==> config.mk <==
export PLATFORM = sky130hd
export DESIGN_NAME = muldiv_sequencer
export DESIGN_NICKNAME = d
export VERILOG_FILES = /design/src/rtl/muldiv_pkg.sv /design/src/rtl/muldiv_signfix.sv /design/src/rtl/muldiv_sequencer.sv
export SDC_FILE = /design/constraint.sdc
export NUM_CORES = 1
export LEC_CHECK = 0
export CORE_MARGIN = 10
export CORE_UTILIZATION = 25
export CTS_CLUSTER_SIZE = 28
export DETAILED_ROUTE_END_ITERATION = 7
export PLACE_DENSITY = 0.41
export SLEW_MARGIN = 15
export SYNTH_ARGS = -nofsm -noshare
export SYNTH_HDL_FRONTEND = slang
export SYNTH_HIERARCHICAL = 1
export SYNTH_SLANG_ARGS = --single-unit
==> constraint.sdc <==
create_clock -name clk -period 6.5 [get_ports clk]
set_input_delay 0.65 -clock clk [delete_from_list [all_inputs] [get_ports clk]]
set_output_delay 0.65 -clock clk [all_outputs]
set_load 0.05 [all_outputs]
==> src/rtl/muldiv_pkg.sv <==
// ---------------------------------------------------------------------------
// muldiv_pkg
// Shared types and constants for the iterative multiply/divide sequencer:
//   muldiv_op_t     - operation code as delivered by the decoder
//   muldiv_state_t  - sequencer FSM states
//   MULDIV_WIDTH    - operand width
//   DIV0_QUOTIENT   - quotient written on divide by zero
// ---------------------------------------------------------------------------
package muldiv_pkg;

  localparam int MULDIV_WIDTH = 32;

  localparam logic [MULDIV_WIDTH-1:0] DIV0_QUOTIENT = 32'hFFFF_FFFF;

  typedef enum logic [1:0] {
    MULT  = 2'd0,
    MULTU = 2'd1,
    DIV   = 2'd2,
    DIVU  = 2'd3
  } muldiv_op_t;

  typedef enum logic [1:0] {
    IDLE = 2'd0,
    RUN  = 2'd1,
    DONE = 2'd2
  } muldiv_state_t;

  // True for the two divide encodings.
  function automatic logic op_is_div(input muldiv_op_t op);
    return (op == DIV) || (op == DIVU);
  endfunction

  // True for the two signed encodings.
  function automatic logic op_is_signed(input muldiv_op_t op);
    return (op == MULT) || (op == DIV);
  endfunction

endpackage

==> src/rtl/muldiv_signfix.sv <==
// ---------------------------------------------------------------------------
// muldiv_signfix
// Purely combinational two's-complement sign correction.
//   raw    in  64 : unsigned result (or two 32-bit operands)
//   wide   in  1  : 1 = treat raw as one 64-bit value negated by neg_hi,
//                   0 = treat the halves independently
//   neg_hi in  1  : negate the 64-bit value (wide) or the upper half
//   neg_lo in  1  : negate the lower half (split mode only)
//   hi     out 32 : corrected upper half
//   lo     out 32 : corrected lower half
// Split mode doubles as the operand-magnitude helper (abs of rs and rt).
// ---------------------------------------------------------------------------
module muldiv_signfix
  import muldiv_pkg::*;
(
  input  logic [2*MULDIV_WIDTH-1:0] raw,
  input  logic                      wide,
  input  logic                      neg_hi,
  input  logic                      neg_lo,
  output logic [MULDIV_WIDTH-1:0]   hi,
  output logic [MULDIV_WIDTH-1:0]   lo
);

  logic [2*MULDIV_WIDTH-1:0] neg_wide_s;

  function automatic logic [MULDIV_WIDTH-1:0] negate32(input logic [MULDIV_WIDTH-1:0] v);
    return ~v + 32'd1;
  endfunction

  // Select raw or negated value per half (split) or as a whole (wide).
  always_comb begin
    neg_wide_s = ~raw + 64'd1;
    hi         = raw[2*MULDIV_WIDTH-1:MULDIV_WIDTH];
    lo         = raw[MULDIV_WIDTH-1:0];
    if (wide) begin
      if (neg_hi) begin
        {hi, lo} = neg_wide_s;
      end else begin
        {hi, lo} = raw;
      end
    end else begin
      if (neg_hi) begin
        hi = negate32(raw[2*MULDIV_WIDTH-1:MULDIV_WIDTH]);
      end else begin
        hi = raw[2*MULDIV_WIDTH-1:MULDIV_WIDTH];
      end
      if (neg_lo) begin
        lo = negate32(raw[MULDIV_WIDTH-1:0]);
      end else begin
        lo = raw[MULDIV_WIDTH-1:0];
      end
    end
  end

endmodule

==> src/rtl/muldiv_sequencer.sv <==
// ---------------------------------------------------------------------------
// muldiv_sequencer
// Iterative MULT/MULTU/DIV/DIVU engine owning the HI/LO write port.
// Shift-add multiply / restoring divide over ITERATIONS cycles on operand
// magnitudes, followed by one DONE cycle that presents the sign-corrected
// result and pulses hiLoWrite.
//   clk       in  1  : clock, rising edge
//   reset     in  1  : synchronous active-high reset to IDLE
//   start     in  1  : request strobe, honoured only in IDLE
//   op        in  2  : MULT=0, MULTU=1, DIV=2, DIVU=3
//   rs        in  32 : multiplicand / dividend
//   rt        in  32 : multiplier / divisor
//   busy      out 1  : state is not IDLE (core stall)
//   hiLoWrite out 1  : one-cycle HI/LO write enable
//   hiOut     out 32 : HI result (product high / remainder)
//   loOut     out 32 : LO result (product low / quotient)
//   done      out 1  : copy of hiLoWrite
// ---------------------------------------------------------------------------
module muldiv_sequencer #(
  parameter int ITERATIONS = 32
) (
  input  logic        clk,
  input  logic        reset,
  input  logic        start,
  input  logic [1:0]  op,
  input  logic [31:0] rs,
  input  logic [31:0] rt,
  output logic        busy,
  output logic        hiLoWrite,
  output logic [31:0] hiOut,
  output logic [31:0] loOut,
  output logic        done
);

  import muldiv_pkg::*;

  localparam int CNT_W = (ITERATIONS > 1) ? $clog2(ITERATIONS) : 1;

  // FSM and counter
  muldiv_state_t    state_r;
  muldiv_state_t    next_state_s;
  logic [CNT_W-1:0] cnt_r;

  // Latched request
  muldiv_op_t       op_r;
  logic             sign_hi_r;   // product sign (mul) / remainder sign (div)
  logic             sign_lo_r;   // product sign (mul) / quotient sign (div)

  // Working registers: mul {acc_hi, acc_lo}, div {rem, quot}
  logic [32:0]      work_hi_r;
  logic [31:0]      work_lo_r;
  logic [31:0]      mcand_r;     // multiplicand or divisor magnitude

  // Registered outputs
  logic [31:0]      hi_r;
  logic [31:0]      lo_r;
  logic             busy_r;
  logic             write_r;

  // Request decode
  muldiv_op_t       op_in_s;
  logic             in_div_s;
  logic             in_signed_s;
  logic             div_zero_s;
  logic             accept_s;
  logic             last_iter_s;
  logic [31:0]      rs_mag_s;
  logic [31:0]      rt_mag_s;

  // Iteration datapath
  logic [31:0]      addend_s;
  logic [32:0]      sum_s;
  logic [33:0]      rem_sh_s;
  logic             trial_ok_s;
  logic [32:0]      rem_diff_s;
  logic [32:0]      work_hi_nxt_s;
  logic [31:0]      work_lo_nxt_s;
  logic [31:0]      fix_hi_s;
  logic [31:0]      fix_lo_s;

  // Output decode
  logic             busy_s;
  logic             write_s;

  assign op_in_s     = muldiv_op_t'(op);
  assign in_div_s    = op_is_div(op_in_s);
  assign in_signed_s = op_is_signed(op_in_s);
  assign div_zero_s  = in_div_s && (rt == 32'd0);
  assign accept_s    = (state_r == IDLE) && start;
  assign last_iter_s = (cnt_r == CNT_W'(ITERATIONS - 1));

  // Operand magnitudes: abs() for signed ops, raw value for unsigned ones.
  muldiv_signfix u_operand_mag (
    .raw    ({rs, rt}),
    .wide   (1'b0),
    .neg_hi (in_signed_s & rs[31]),
    .neg_lo (in_signed_s & rt[31]),
    .hi     (rs_mag_s),
    .lo     (rt_mag_s)
  );

  // One multiply step and one restoring-divide step, selected by op_r.
  always_comb begin
    // Multiply: conditional add into acc_hi, then shift the 65-bit
    // {carry, acc_hi, acc_lo} right by one.
    addend_s = work_lo_r[0] ? mcand_r : 32'd0;
    sum_s    = {1'b0, work_hi_r[31:0]} + {1'b0, addend_s};

    // Divide: shift {rem, quot} left, trial-subtract the divisor. The
    // shifted remainder is kept at 34 bits so the compare sees every bit.
    rem_sh_s   = {work_hi_r, work_lo_r[31]};
    trial_ok_s = (rem_sh_s >= {2'b00, mcand_r});
    rem_diff_s = rem_sh_s[32:0] - {1'b0, mcand_r};

    if (op_is_div(op_r)) begin
      work_hi_nxt_s = trial_ok_s ? rem_diff_s : rem_sh_s[32:0];
      work_lo_nxt_s = {work_lo_r[30:0], trial_ok_s};
    end else begin
      work_hi_nxt_s = {1'b0, sum_s[32:1]};
      work_lo_nxt_s = {sum_s[0], work_lo_r[31:1]};
    end
  end

  // Sign correction of the value produced by the final iteration; both
  // modes share the {hi, lo} layout so one corrector serves both.
  muldiv_signfix u_result_fix (
    .raw    ({work_hi_nxt_s[31:0], work_lo_nxt_s}),
    .wide   (~op_is_div(op_r)),
    .neg_hi (sign_hi_r),
    .neg_lo (sign_lo_r),
    .hi     (fix_hi_s),
    .lo     (fix_lo_s)
  );

  // FSM state register.
  always_ff @(posedge clk) begin
    if (reset) begin
      state_r <= IDLE;
    end else begin
      state_r <= next_state_s;
    end
  end

  // FSM next-state logic.
  always_comb begin
    next_state_s = state_r;
    case (state_r)
      IDLE: begin
        if (start) begin
          next_state_s = div_zero_s ? DONE : RUN;
        end else begin
          next_state_s = IDLE;
        end
      end
      RUN: begin
        if (last_iter_s) begin
          next_state_s = DONE;
        end else begin
          next_state_s = RUN;
        end
      end
      DONE: begin
        next_state_s = IDLE;
      end
      default: begin
        next_state_s = IDLE;
      end
    endcase
  end

  // FSM output decode, taken from the next state so the registered
  // outputs line up with the state they describe.
  always_comb begin
    busy_s  = 1'b0;
    write_s = 1'b0;
    case (next_state_s)
      IDLE: begin
        busy_s  = 1'b0;
        write_s = 1'b0;
      end
      RUN: begin
        busy_s  = 1'b1;
        write_s = 1'b0;
      end
      DONE: begin
        busy_s  = 1'b1;
        write_s = 1'b1;
      end
      default: begin
        busy_s  = 1'b0;
        write_s = 1'b0;
      end
    endcase
  end

  // Output flag registers.
  always_ff @(posedge clk) begin
    if (reset) begin
      busy_r  <= 1'b0;
      write_r <= 1'b0;
    end else begin
      busy_r  <= busy_s;
      write_r <= write_s;
    end
  end

  // Request latch, iteration registers, counter and result registers.
  always_ff @(posedge clk) begin
    if (reset) begin
      op_r      <= MULT;
      sign_hi_r <= 1'b0;
      sign_lo_r <= 1'b0;
      work_hi_r <= 33'd0;
      work_lo_r <= 32'd0;
      mcand_r   <= 32'd0;
      cnt_r     <= {CNT_W{1'b0}};
      hi_r      <= 32'd0;
      lo_r      <= 32'd0;
    end else if (accept_s) begin
      op_r      <= op_in_s;
      cnt_r     <= {CNT_W{1'b0}};
      work_hi_r <= 33'd0;
      if (in_div_s) begin
        work_lo_r <= rs_mag_s;
        mcand_r   <= rt_mag_s;
        sign_hi_r <= in_signed_s & rs[31];
        sign_lo_r <= in_signed_s & (rs[31] ^ rt[31]);
      end else begin
        work_lo_r <= rt_mag_s;
        mcand_r   <= rs_mag_s;
        sign_hi_r <= in_signed_s & (rs[31] ^ rt[31]);
        sign_lo_r <= in_signed_s & (rs[31] ^ rt[31]);
      end
      // Divide by zero skips RUN, so its result is loaded right here.
      if (div_zero_s) begin
        hi_r <= rs;
        lo_r <= DIV0_QUOTIENT;
      end
    end else if (state_r == RUN) begin
      cnt_r     <= cnt_r + CNT_W'(1);
      work_hi_r <= work_hi_nxt_s;
      work_lo_r <= work_lo_nxt_s;
      if (last_iter_s) begin
        hi_r <= fix_hi_s;
        lo_r <= fix_lo_s;
      end
    end
  end

  assign busy      = busy_r;
  assign hiLoWrite = write_r;
  assign done      = write_r;
  assign hiOut     = hi_r;
  assign loOut     = lo_r;

endmodule

# Word-level counts from Yosys, hierarchy flattened
# Cells that the tools add are included.
word_totals:
  elab_cells: 83
  out_inout_bits: 67
  reg_bits: 174
  input_bits: 69
classes:
  magnitude_cmp: 1
  reduce_logical: 13
  eq_ne: 9
  n_bitwise: 9
  n_mux: 31
  addsub: 8
op_table:
  columns: ["cell", "count"]
  rows:
  - ["two-way mux 32 bit", 22]
  - ["adder 32 x 1 -> 32 bit, second input constant", 4]
  - ["inverter 32 bit", 4]
  - ["two-way mux 33 bit", 2]
  - ["adder 64 x 1 -> 64 bit, second input constant", 1]
  - ["inverter 64 bit", 1]
  - [">= comparator 34 x 32 -> 1 bit", 1]
  - ["adder 32 x 32 -> 33 bit", 1]
  - ["subtractor 33 x 32 -> 33 bit", 1]
  - ["logical NOT 32 bit", 1]
  - ["equality test 2 bit, second input constant", 5]
  - ["two-way mux 2 bit", 3]
  - ["adder 5 x 1 -> 5 bit, second input constant", 1]
  - ["equality test 5 bit, second input constant", 1]
  - ["equality test 2 x 1 -> 1 bit, second input constant", 2]
  - ["logical NOT 2 bit", 2]
  - ["one-hot mux 2 bit (2 select lines)", 1]
  - ["nonzero test 2 bit", 2]
  - ["OR reduction 2 bit", 2]
  - ["AND 1 bit", 3]
  - ["logical OR 1 bit", 3]
  - ["two-way mux 1 bit", 3]
  - ["AND reduction 3 bit", 1]
  - ["logical AND 1 bit", 2]
  - ["other kinds (2)", 2]

# Logic depth before layout (Yosys ltp)
logic_depth:
  ltp_word: 10
  mapped_depth: 21
  ltp_nobuf: 21

# Cells and area by module
# Netlist, hierarchy kept.
by_module_without_submodules:
  columns: ["mod", "n_inst", "area_each_um2", "seq_area_each_um2", "cells_per_inst"]
  rows:
  - ["muldiv_sequencer", 1, 12320.6, 3463.3, 1591]
  - ["muldiv_signfix", 2, 1664.1, 0.0, 237]

# Worst setup path after synthesis
# Ideal clock, no wire load.
synth_timing:
  path_type: "register -> register"
  from: "reg work_lo_r[31]"
  to: "reg hi_r[16], in the netlist hiOut[16]"
  t_required_ns: 6.409
  period_less_slack_ns: 4.764
  stages_incl_launch_ff: 21
  setup_time_ns: 0.091
  n_path_buf: 1
  arrival_ns: 4.673
  path_slack_ns: 1.736
  path_cell_list: "dfxtp_1 -> inv_1 -> ha_1 -> inv_1 -> fa_1 -> a211oi_2 -> o21ai_1 -> a21oi_1 -> o2111ai_1 -> a21oi_2 -> buf_2 -> o41ai_2 -> a21oi_1 -> inv_1 -> or4_4 -> or4b_1 -> or4_1 -> a21oi_1 -> xnor2_1 -> nand2_1 -> a311oi_1"
synth_via:
  elab_chain_cells: 10
  word_cells_on_any_way: 15
  classes_between: "add/sub: 3; order compare: 1; mux: 9; bitwise: 2"
synth_rtl:
  columns: ["item", "line", "source"]
  rows:
  - ["start: declaration", "muldiv_sequencer.sv:51", "logic [31:0] work_lo_r;"]
  - ["start signal: assignment", "muldiv_sequencer.sv:224", "work_lo_r <= rs_mag_s;"]
  - ["start signal: assignment", "muldiv_sequencer.sv:229", "work_lo_r <= rt_mag_s;"]
  - ["start signal: assignment", "muldiv_sequencer.sv:242", "work_lo_r <= work_lo_nxt_s;"]
  - ["subtractor 33 x 32 -> 33 bit or >= comparator 34 x 32 -> 1 bit (tied branches)", "muldiv_sequencer.sv:113, muldiv_sequencer.sv:112", null]
  - ["two-way mux 33 bit (*)", "muldiv_sequencer.sv:116", "work_hi_nxt_s = trial_ok_s ? rem_diff_s : rem_sh_s[32:0];"]
  - ["two-way mux 33 bit (*)", "muldiv_sequencer.sv:115", "if (op_is_div(op_r)) begin"]
  - ["named net work_hi_nxt_s[9]", "muldiv_sequencer.sv:76", "logic [32:0] work_hi_nxt_s;"]
  - ["inverter 64 bit or inverter 32 bit (tied branches)", "muldiv_signfix.sv:32, muldiv_signfix.sv:27", null]
  - ["adder 64 x 1 -> 64 bit or adder 32 x 1 -> 32 bit (tied branches)", "muldiv_signfix.sv:32, muldiv_signfix.sv:27", null]
  - ["two-way mux 32 bit, on equally long branches", "muldiv_signfix.sv:36, muldiv_signfix.sv:42", null]
  - ["two-way mux 32 bit (*)", "muldiv_signfix.sv:35", "if (wide) begin"]
  - ["named net fix_hi_s[16]", "muldiv_sequencer.sv:78", "logic [31:0] fix_hi_s;"]
  - ["two-way mux 32 bit (*)", "muldiv_sequencer.sv:243", "if (last_iter_s) begin"]
  - ["two-way mux 32 bit (*)", "muldiv_sequencer.sv:239", "end else if (state_r == RUN) begin"]
  - ["two-way mux 32 bit (*)", "muldiv_sequencer.sv:219", "end else if (accept_s) begin"]
  - ["end signal: assignment", "muldiv_sequencer.sv:236", "hi_r <= rs;"]
  - ["end signal: assignment", "muldiv_sequencer.sv:244", "hi_r <= fix_hi_s;"]
  - ["end: declaration", "muldiv_sequencer.sv:55", "logic [31:0] hi_r;"]
# Mark *: on every way through the listed nets, which the timed path passes. The rest lies on a longest branch. The select of a mux whose other input is x is not followed.
# A chain may end at the register's enable or synchronous reset.

# Final worst setup path
layout_timing:
  from: "reg work_lo_r[31]"
  to: "reg hi_r[24], in the netlist hiOut[24]"
layout_via:
  word_cells_on_any_way: 15
  classes_between: "add/sub: 3; order compare: 1; mux: 9; bitwise: 2"
layout_lines:
  columns: ["item", "line", "source"]
  rows:
  - [">= comparator 34 x 32 -> 1 bit", "muldiv_sequencer.sv:112", "trial_ok_s = (rem_sh_s >= {2'b00, mcand_r});"]
  - ["two-way mux 32 bit", "muldiv_sequencer.sv:115", null]
  - ["named net work_lo_nxt_s[0]", "muldiv_sequencer.sv:77", "logic [31:0] work_lo_nxt_s;"]
  - ["inverter 64 bit", "muldiv_signfix.sv:32", "neg_wide_s = ~raw + 64'd1;"]
  - ["adder 64 x 1 -> 64 bit", "muldiv_signfix.sv:32", null]
  - ["two-way mux 32 bit", "muldiv_signfix.sv:36", "if (neg_hi) begin"]
  - ["two-way mux 32 bit", "muldiv_signfix.sv:35", null]
  - ["named net fix_hi_s[24]", "muldiv_sequencer.sv:78", null]
  - ["two-way mux 32 bit", "muldiv_sequencer.sv:243", null]
  - ["two-way mux 32 bit", "muldiv_sequencer.sv:239", null]
  - ["two-way mux 32 bit", "muldiv_sequencer.sv:219", null]
# The timed path passes the listed nets, and every way through them passes these cells. The select of a mux whose other input is x is not followed.

==> out/results.env <==
RR_ENDPOINT='hiOut[24]'
ENDPOINT='hiOut[24]'
PORT_BUFFERS=135
POST_CTS_HOLD_FIX_BUFS=0
FLOORPLAN.DIE_AREA_MM2=0.0730
POWER.DENSITY_mW_PER_MM2=203
SYNTH-EDFF-COUNT=0
NETLIST_TOP_CELLS_COUNT='sky130_fd_sc_hd__nor2_1 (268), sky130_fd_sc_hd__nand2_1 (191), sky130_fd_sc_hd__dfxtp_1 (173)'
DRC=0
FLOORPLAN.DIE.WIDTH_UM=270
NETLIST_INSTANCES=2065
ANTENNA_CELLS_INSERTED=0
POWER.IR.VDD_WORST_uV=214
WORST_CLOCK_SKEW_PS=15.6
DETAILEDPLACEMENTHPWL_UM=52600
POSTLAYOUTSETUPSLACKWORST_PS=702
CRIT_PATH_MAX_FANOUT=12
SYNTH.YOSYS.SEQ_AREA_SHARE_PCT=22.1
SETUP_TNS_PS=0
YOSYS-TOP-CELLS-AREA='sky130_fd_sc_hd__dfxtp_1 (22%), sky130_fd_sc_hd__xnor2_1 (7.1%), sky130_fd_sc_hd__nor2_1 (6.4%), sky130_fd_sc_hd__ha_1 (5.7%), sky130_fd_sc_hd__a21oi_1 (5.5%)'
CTS_INSERTED_BUFFERS=17
DETAILEDROUTE.FIRSTPASSITERATIONCOUNT=6
FINALWEIGHTEDCONGESTION=0.932
GRT_FIRST_PASS_WIRELENGTH_UM=101000
HP-CLASS='register to register'
SYN_AVG_CELL_AREA_UM2=7.58
WORST_SETUP_PATH_END_KIND='register'
POST_LAYOUT_POWER_mW=3.77
ACHIEVABLE-FREQUENCY_MHz=172
AREAGROWTHSYNTHTOFINISH_PCT=18.4
LARGEST_NET_DEGREE_AT_THE_START_OF_GLOBAL_ROUTING=92
PLACEABLECOREAREA_MM2=0.0618
YS.FLOP_TYPE='sky130_fd_sc_hd__dfxtp_1'
FINALHOLDVIOLATIONS=0
TIMING.REG2REG.SETUP_SLACK_PS=700
YOSYS_WARNINGS=6
GR-USAGE-ALL-LAYERS_PCT=17.8
YOSYS.AREA.TOP_TYPE='sky130_fd_sc_hd__dfxtp_1'
ASYNCSETRESETFLOPFRACSYNTH_PCT=0
SYNTH_TOP_AREA_SHARE_PCT=22.1
FP-ROW-COUNT=91
INST_COUNT_DP=2950
BOUNDARYPINS=136
GLOBALROUTE.TOTALOVERFLOW=0
LAYOUT.NETS=2280
FINAL_CELLS=2988
LARGEST_BUFFER_COUNT_ON_ANY_CLOCK_PATH=2
REPORT.FINAL.SETUP_VIOL=0
SYNTH_AREA_MM2=0.0156
ROUTED_WIRELENGTH_UM=67000
GRT_PASS1_VIAS=15335
WORST_EP_REQUIRED_TIME_PS=6870
CRIT_ARRIVAL_PS=6170
WORST-R2R-CELL-COUNT=19
CRIT_PATH_START='work_lo_r[31]'
GRT_SETUP_UNREPAIRED='false'
DETAIL-ROUTE-ANTENNA-NETS=0
STATUS='finished, final reports clean'
DIE_HEIGHT_UM=270
SLEW_AT_THE_PIN_WITH_THE_WORST_MAX_SLEW_SLACK_PS=1110
CTS_TREE='done'
CLK_TRANSITION_REPORTED_PATHS_PS=70
WORST_R2R_STARTPOINT='work_lo_r[31]'
CELLLEAKAGEPOWER_nW=7.23
FINISH.UTILIZATION_PCT=30.0
ROUTED_VIA_DENSITY=5.27
POST-SYNTH-TOP-COUNT-CELL='sky130_fd_sc_hd__nor2_1'
START_UTIL_PCT=25.3
DRIVE_GT1_SHARE_PCT=9.53
NUMBER_OF_DRC_MARKERS_AFTER_THE_INITIAL_DETAILED_ROUTE_ITERATION=1189
PERIOD_SHARE_PCT=89.2
VIAS=15751
TIMING.MAX_CAP.VIOLATIONS=0
PRECTSSETUPSLACK_PS=607
SYNTH.DISTINCT_CELLS=94
CELL_AT_THE_ROOT_OF_THE_CLOCK_TREE='sky130_fd_sc_hd__clkbuf_16'
WORST_HOLD_SLACK_PS=463
FINAL_PERIOD_MINUS_WORST_SETUP_SLACK_PS=5800
YOSYS_REGISTER_BITS=173
ANTENNA_FOUND_INITIAL=1
SLEW_VIOLATIONS=0
PLACED_AREA_MM2=0.0179
INSERTION_DELAY_PS=470
WL_PER_CELL_UM=22.4
CLKSINKCOUNT=173
SLEW_HEADROOM_PCT=25.9
CRITPATHKIND='register to register'
POSTLAYOUTCELLAREA_MM2=0.0185
CTS-HTREE-LEVELS=4
CRITPATHLAUNCHTYPE='register'
==> cells in the final DEF (no fill, tap or decap), types with 32 or more instances in the layout <==
cell and n:
sky130_fd_sc_hd__nor2_1 267, sky130_fd_sc_hd__nand2_1 188, sky130_fd_sc_hd__dfxtp_1 172, sky130_fd_sc_hd__a21oi_1 171
sky130_fd_sc_hd__clkdlybuf4s50_1 133, sky130_fd_sc_hd__xnor2_1 126, sky130_fd_sc_hd__o21ai_0 83, sky130_fd_sc_hd__mux2i_1 77
sky130_fd_sc_hd__inv_1 75, sky130_fd_sc_hd__ha_1 71, sky130_fd_sc_hd__nor3_1 64, sky130_fd_sc_hd__buf_4 49
sky130_fd_sc_hd__xor2_1 48, sky130_fd_sc_hd__nand3_1 45, sky130_fd_sc_hd__a211oi_1 44, sky130_fd_sc_hd__and2_1 34
sky130_fd_sc_hd__a21o_1 33, sky130_fd_sc_hd__mux2_2 33, sky130_fd_sc_hd__a311oi_1 32
==> worst min-delay path by stage <==
stage | startpoint | endpoint | slack [ps] | cells after the start
after floorplan | work_hi_r[32] | work_hi_r[32] | 430 | 2
after global placement | cnt_r[4] | cnt_r[4] | 450 | 2
after detailed placement | cnt_r[4] | cnt_r[4] | 450 | 2
after CTS | cnt_r[4] | cnt_r[4] | 460 | 2
after global routing | work_lo_r[24] | work_lo_r[24] | 490 | 2
final | cnt_r[4] | cnt_r[4] | 460 | 2
==> area by class of cell <==
class,count,area [um^2]
Timing Repair Buffer,183,1720
Inverter,76,285
Clock inverter,11,150
Clock buffer,21,470
Tap cell,837,1050
Sequential cell,173,3470
Multi-Input combinational cell,1687,11400
Fill cell,6694,43300
==> worst max-delay path: stages, from the launching register on <==
cell	delay, ps
sky130_fd_sc_hd__dfxtp_1	330
sky130_fd_sc_hd__inv_1	80
sky130_fd_sc_hd__ha_1	160
sky130_fd_sc_hd__inv_1	50
sky130_fd_sc_hd__fa_1	440
sky130_fd_sc_hd__a211oi_2	270
sky130_fd_sc_hd__o21ai_1	180
sky130_fd_sc_hd__a21oi_1	360
sky130_fd_sc_hd__o2111ai_1	240
sky130_fd_sc_hd__a21oi_4	460
sky130_fd_sc_hd__a21oi_1	350
sky130_fd_sc_hd__inv_1	150
sky130_fd_sc_hd__ha_1	180
sky130_fd_sc_hd__nor3b_1	370
sky130_fd_sc_hd__and3_1	560
sky130_fd_sc_hd__a41oi_2	420
sky130_fd_sc_hd__o41ai_1	550
sky130_fd_sc_hd__xnor2_1	170
sky130_fd_sc_hd__nand2_1	60
sky130_fd_sc_hd__a311oi_1	290
==> registers in the layout, indices dropped and copies added, names as in the netlist <==
register	flops
state_r	2
hiOut	32
work_lo_r	32
sign_lo_r	1
sign_hi_r	1
busy	1
cnt_r	5
done	1
loOut	32
mcand_r	32
work_hi_r	33
op_r	1
==> where the power goes <==
part / total (mW) / switching, mW / internal, mW
Clock: 1.13 / 0.518 / 0.611
Sequential: 1.17 / 0.0626 / 1.11
Combinational: 1.46 / 0.930 / 0.534
==> metal layers <==
metal	track usage (%)	part of all wire, %	up-vias
met5	0	0.028	-
met4	6.78	3.4	2
met3	2.32	4.5	75
met2	28.5	45	460
met1	23.9	47	7593
li1	-	-	7621
==> kinds of logic after synthesis <==
kind of cell | count (synthesis) | share of synthesized area [%]
simple gates | 757 | 23.3
other cells | 1 | 0.0240
compound gates | 568 | 26.2
xor+xnor | 174 | 9.74
fa+ha+maj | 73 | 5.93
flops | 173 | 22.1
mux | 110 | 7.30
buf+inv | 209 | 5.44
==> repair_timing <==
action                                 4_1_cts  5_1_grt
endpoints found under the hold margin        0        0
buffers inserted                             0        6
gates resized for setup                      0        0
setup endpoints to repair                    0        1
No activity file was read; power rests on OpenSTA's default activity.
